### config.mk
export PLATFORM = sky130hd
export DESIGN_NAME = multi_edge_detect
export DESIGN_NICKNAME = d
export VERILOG_FILES = /design/src/rtl/multi_edge_detect.sv
export SDC_FILE = /design/constraint.sdc
export NUM_CORES = 1
export LEC_CHECK = 0
export ABC_AREA = 1
export BUFFER_PORTS_ARGS = -buffer_cell sky130_fd_sc_hd__buf_2
export CAP_MARGIN = 20
export CORE_MARGIN = 10
export CORE_UTILIZATION = 35
export DETAILED_ROUTE_END_ITERATION = 8
export GPL_TIMING_DRIVEN = 0
export PLACE_DENSITY_LB_ADDON = 0.3
export SKIP_LAST_GASP = 1
export SYNTH_ARGS = -nofsm -noshare
export SYNTH_HDL_FRONTEND = slang
export SYNTH_SLANG_ARGS = --single-unit
### constraint.sdc
create_clock -name clk -period 5.4 [get_ports clk]
set_input_delay 0.54 -clock clk [delete_from_list [all_inputs] [get_ports clk]]
set_output_delay 0.54 -clock clk [all_outputs]
set_load 0.02 [all_outputs]
### src/rtl/multi_edge_detect.sv
// multi_edge_detect: N-channel synchronised, debounced edge detector.
//
// Each channel passes its raw input through a SYNC_STAGES-deep synchroniser
// and a debounce filter. It then produces a one-cycle tick on the edges that
// its mode selects. A tick sets a sticky pending flag, which clr clears.
// irq is the OR of all pending flags.
//
// Optional feature (macro EDGE_COUNT_EN): each channel also has a saturating
// CNT_W-bit event counter, exposed on evt_cnt.
//
// Ports:
//   clk     - system clock, rising edge
//   rst     - asynchronous active-high reset
//   in      - raw, possibly asynchronous inputs (N)
//   mode    - per channel [2i+1:2i]: 00 off, 01 rise, 10 fall, 11 both
//   clr     - per-channel pending clear, one-cycle pulse (N)
//   tick    - one-cycle edge strobe per channel (N)
//   pend    - sticky pending flag per channel (N)
//   irq     - OR of all pend bits
//   evt_cnt - per-channel event count, N*CNT_W (EDGE_COUNT_EN only)
module multi_edge_detect #(
  parameter int unsigned N           = 8,
  parameter int unsigned SYNC_STAGES = 2,
  parameter int unsigned DEBOUNCE    = 4,
  parameter int unsigned DB_W        = 8,
  parameter int unsigned CNT_W       = 8
) (
  input  logic             clk,
  input  logic             rst,
  input  logic [N-1:0]     in,
  input  logic [2*N-1:0]   mode,
  input  logic [N-1:0]     clr,
  output logic [N-1:0]     tick,
  output logic [N-1:0]     pend,
  output logic             irq
`ifdef EDGE_COUNT_EN
  ,
  output logic [N*CNT_W-1:0] evt_cnt
`endif
);

  // DEBOUNCE of 0 or 1 both mean that the filter follows sync on the next edge.
  localparam int unsigned D = (DEBOUNCE < 1) ? 1 : DEBOUNCE;
  localparam logic [DB_W-1:0] DbLast = DB_W'(D - 1);

  if (N < 1 || N > 32 || SYNC_STAGES < 2 || CNT_W < 1 ||
      DEBOUNCE >= (32'd1 << DB_W)) begin : g_param_check
    $error("multi_edge_detect: illegal parameter combination");
  end

  // Synchroniser: stage 0 samples the raw input. The last stage is the
  // synchronised level.
  logic [SYNC_STAGES-1:0][N-1:0] sync_q;
  logic [N-1:0]                  sync;

  always_ff @(posedge clk or posedge rst) begin
    if (rst) begin
      sync_q <= '0;
    end else begin
      sync_q <= {sync_q[SYNC_STAGES-2:0], in};
    end
  end

  assign sync = sync_q[SYNC_STAGES-1];

  // Debounce filter and delayed copy for edge detection.
  logic [N-1:0]           filt_q, filt_d, filt_dly_q;
  logic [N-1:0][DB_W-1:0] db_cnt_q, db_cnt_d;

  always_comb begin
    filt_d   = filt_q;
    db_cnt_d = '0;
    for (int i = 0; i < N; i++) begin
      if (sync[i] != filt_q[i]) begin
        if (db_cnt_q[i] == DbLast) begin
          filt_d[i] = sync[i];
        end else begin
          db_cnt_d[i] = db_cnt_q[i] + DB_W'(1);
        end
      end
    end
  end

  always_ff @(posedge clk or posedge rst) begin
    if (rst) begin
      filt_q     <= '0;
      filt_dly_q <= '0;
      db_cnt_q   <= '0;
    end else begin
      filt_q     <= filt_d;
      filt_dly_q <= filt_q;
      db_cnt_q   <= db_cnt_d;
    end
  end

  // Edge detection. mode is applied live. A mode change cannot create an edge
  // because the edge terms come only from the filtered flops.
  logic [N-1:0] rise, fall, mode_rise, mode_fall;

  always_comb begin
    mode_rise = '0;
    mode_fall = '0;
    for (int i = 0; i < N; i++) begin
      mode_rise[i] = mode[2*i];
      mode_fall[i] = mode[2*i+1];
    end
  end

  assign rise = filt_q & ~filt_dly_q;
  assign fall = ~filt_q & filt_dly_q;
  assign tick = (rise & mode_rise) | (fall & mode_fall);

  // Pending flags: a tick has priority over a clear in the same cycle.
  logic [N-1:0] pend_q, pend_d;

  assign pend_d = (pend_q & ~clr) | tick;

  always_ff @(posedge clk or posedge rst) begin
    if (rst) begin
      pend_q <= '0;
    end else begin
      pend_q <= pend_d;
    end
  end

  assign pend = pend_q;
  assign irq  = |pend_q;

`ifdef EDGE_COUNT_EN
  // Saturating event counters. A clear together with a tick leaves a count of 1.
  logic [N-1:0][CNT_W-1:0] cnt_q, cnt_d;

  always_comb begin
    cnt_d = cnt_q;
    for (int i = 0; i < N; i++) begin
      if (clr[i]) begin
        cnt_d[i] = tick[i] ? CNT_W'(1) : '0;
      end else if (tick[i] && (cnt_q[i] != {CNT_W{1'b1}})) begin
        cnt_d[i] = cnt_q[i] + CNT_W'(1);
      end
    end
  end

  always_ff @(posedge clk or posedge rst) begin
    if (rst) begin
      cnt_q <= '0;
    end else begin
      cnt_q <= cnt_d;
    end
  end

  assign evt_cnt = cnt_q;
`endif

endmodule
After elaboration in Yosys (flattened, before gate mapping) --
Cells that the tools add are included.
Storage, ports and cells: flip-flop bits (word level) 104, output and inout bits 17
Cells by class: multiplexer cells 16, equality and inequality tests 16, $add $sub $neg 8, bitwise gates (word level) 10, reduce and logical (&&, ||, !) cells 9
Operators with widths (number):
- 2-to-1 mux 8 bit | 16
- adder 8 x 1 -> 8 bit (second input constant) | 8
- == test 8 x 2 -> 1 bit (second input constant) | 8
- AND 8 bit | 5
- inverter 8 bit | 3
- OR 8 bit | 2
- AND reduction 2 bit | 8
- inequality test 1 bit | 8
- OR reduction 8 bit | 1

Longest topological paths before layout --
word-level depth 5, mapped depth 7, gate-level depth less buffers 7

Worst setup path before layout --
Ideal clock, no wire load.
kind reg2out, start register pend_q[6], in the netlist pend[6], end output irq, required time 4.860 ns, cell stages (with the launch flop) 3, slack 3.959 ns, path buffers 0, arrival 0.901 ns, path through dfrtp_1 nor4_1 nand2_1
On the way: longest elaborated chain between the ends 1
RTL lines:
- start, declared | line 114 | logic [N-1:0] pend_q, pend_d;
- start signal, assigned | line 122 | pend_q <= pend_d;
- OR reduction 8 bit | line 127 | assign irq = |pend_q;
- end, declared | line 35 | output logic irq
Every way passes these cells.

Worst setup path in the final report --
Same ends and word-level chain as after synthesis.

==> metrics.csv <==
metric,value,unit
run status,finished clean,
overall fraction of global-route tracks in use,0.102,
Remaining DRCs,0,
Worst Path Max Fanout,3,
root buf cell,clkbuf_16,
power per cell area,417,nW/um^2
total I/O pin count,51,
final setup TNS,0,ps
setup slack after placement,3660,ps
DR iter-0 viols,160,
final critical-path share of the clock period,0.397,
width of the die,139,um
count of mapped cells out of synthesis,585,
post-cts resize count,0,
Synth Warn #,0,
y dimension of the die,139,um
via count of the first global-routing pass,3714,
relative max-transition margin,0.624,
required time at the worst-slack endpoint,4860,ps
sequential fraction of the synthesis area,0.529,
die area,19200,sq um
switching portion of total power,0.340,
Internal Power,1.58,mW
post-cts hold buffer count,0,
worst hold-check path type,in2async,
final hold violation count,0,
CTS clock-pin slew for the worst setup and hold paths,60,ps
net switching power,0.816,mW
H-tree levels,3,
setup repair after global routing missed its margin,false,
average footprint of a synthesized cell,8.41,sq um
first-pass iteration count of the detailed router,4,
total of buffers placed on input and output ports,50,
wire length on met3,423,um
Gate power share,0.248,
Setup Viol. Count Final,0,
flop and latch count out of synthesis,104,
Routed WL,9500,um
max-cap violations,0,
number of max-slew violations in the final report,0,
Metal-1 WL,4270,um
starting density of the core,0.356,
cell taking the most area after synthesis,dfrtp_1,
final instance area,5750,sq um
element type at the critical path start,register,
count of cell types in the netlist,21,
clock tree from TritonCTS,yes,
via total after detailed routing,3712,
Worst-Skew Late Latency,350,ps
met2 routed wirelength,4550,um
diode insertion count for antenna repair,0,
final RePlAce weighted congestion,0.831,
leakage power of the design,2.81,nW
Inserted Clock Buffers,9,
power share of the clock group,0.294,
clk sink count,104,
Worst Tran Pin Value,564,ps
proportion of netlist area held by the largest area contributor,0.529,
endpoint type of the worst setup path,output pin,
Netlist Area Pre-Place,4920,sq um
Floorplan Core Area,13800,sq um
nets,697,
part of the power in registers,0.458,
placed inst area,5430,sq um
crit path kind,reg2out,
"buffers from clock root to sink, at most",2,
worst supply voltage drop on vdd,0.000151,V
synth top area cells,"dfrtp_1 53%, nand2_1 11%, nor2_1 8.6%",
"Worst Setup Slack, final",3260,ps
maximum number of pins on one net before global-route repair,63,
post-CTS setup-driven buffer insertion count,0,
wire length per cell after detailed routing,11.4,um
"leading cell type in the layout, fill and taps excluded",nand2_1,
Detail Route Antenna Nets,0,
post-synth net total,635,
final hold slack,248,ps
wire length of the first global-routing pass,16400,um
global-route congestion overflow total,0,
Highest Clock Rate,0.466,GHz
crit path time final,2140,ps
DP HPWL,7190,um
Syn-to-layout area delta,16.8,%
Max Used Layer,met4,
antenna violations before repair,0,
via count normalized by instance count,4.47,
Worst Clk Skew,4.87,ps
"leading cell types in the layout, fill and taps excluded","145 x nand2_1, 113 x nor2_1, 104 x dfrtp_1",
CP Data Arrival Time,1600,ps
Core Rows,43,
fraction of final layout cells with drive strength greater than 1,0.144,
-- cells by family (layout without fill, tap and decap cells) --
logic type      after synthesis  count (layout)  synth area share
simple gates                334             334             0.284
flops                       104             104             0.529
buf+inv                      79             145            0.0602
xor+xnor                     32              32            0.0600
compound gates               20              20            0.0259
fa+ha+maj                    16              16            0.0407
-- flip-flops by register name, indices dropped and copies added (netlist names) --
name / cells
sync_q: 8
db_cnt_q: 64
pend: 8
filt_dly_q: 8
sync: 8
filt_q: 8
-- worst max-delay path, stage by stage, from the launching register on --
cell and delay, ps:
dfrtp_1 440, nor4_1 530, nand2_1 100, buf_2 170
-- per-stage QoR --
step / total power [mW] / std cells / util
floorplan: 1.52 / 585 / -
global placement: 1.69 / 815 / 0.390
detailed placement: 1.73 / 816 / 0.393
CTS: 2.44 / 831 / 0.416
global route: 2.58 / 831 / 0.416
finish: 2.40 / 831 / 0.416
-- layer usage --
metal,track usage,vias to the layer above
met3,0.0288,14
met2,0.169,53
met4,0.0588,0
met1,0.115,1731
met5,0,-
li1,-,1914
-- layout make-up --
class | count | area, sq um
clock inverters | 3 | 65.1
inverters | 79 | 299
multi-input cells | 402 | 2020
flip-flops and latches | 104 | 2600
well taps | 180 | 225
clock buffers | 12 | 256
repair buffers | 51 | 278
fillers | 1370 | 8080
-- worst paths after layout --
check,startpoint,end,slack [ps],cells after the start
hold / removal,rst,pend[1],250,2
max in group asynchronous,rst,db_cnt_q[24],4460,3
min in group clk,in[3],sync_q[3],290,1
setup reg to reg,db_cnt_q[8],db_cnt_q[8],4130,5
hold reg to reg,sync_q[6],sync[6],350,0
setup / recovery,pend[6],irq,3260,3
-- Yosys cell counts --
cell type,count
o211ai_1,8
and2_4,2
inv_2,1
and2_1,2
xnor2_2,2
ha_1,16
dfrtp_1,104
nand2_1,145
nor2_2,6
nor4_1,2
nor3b_1,1
nor2_1,113
xnor2_1,8
o21ai_1,5
xor2_1,22
nand3_2,2
nand3_1,46
nand2_2,15
a21oi_1,4
o21bai_1,3
inv_1,78
-- power groups by stage --
stage / registers, mW / clock network (mW) / logic, mW
after floorplan: 1.10 / 0 / 0.413
after global placement: 1.11 / 0 / 0.587
after detailed placement: 1.12 / 0 / 0.609
after CTS: 1.10 / 0.728 / 0.613
after global routing: 1.13 / 0.760 / 0.689
final: 1.10 / 0.704 / 0.595
Power figures use the tool's default switching activity.
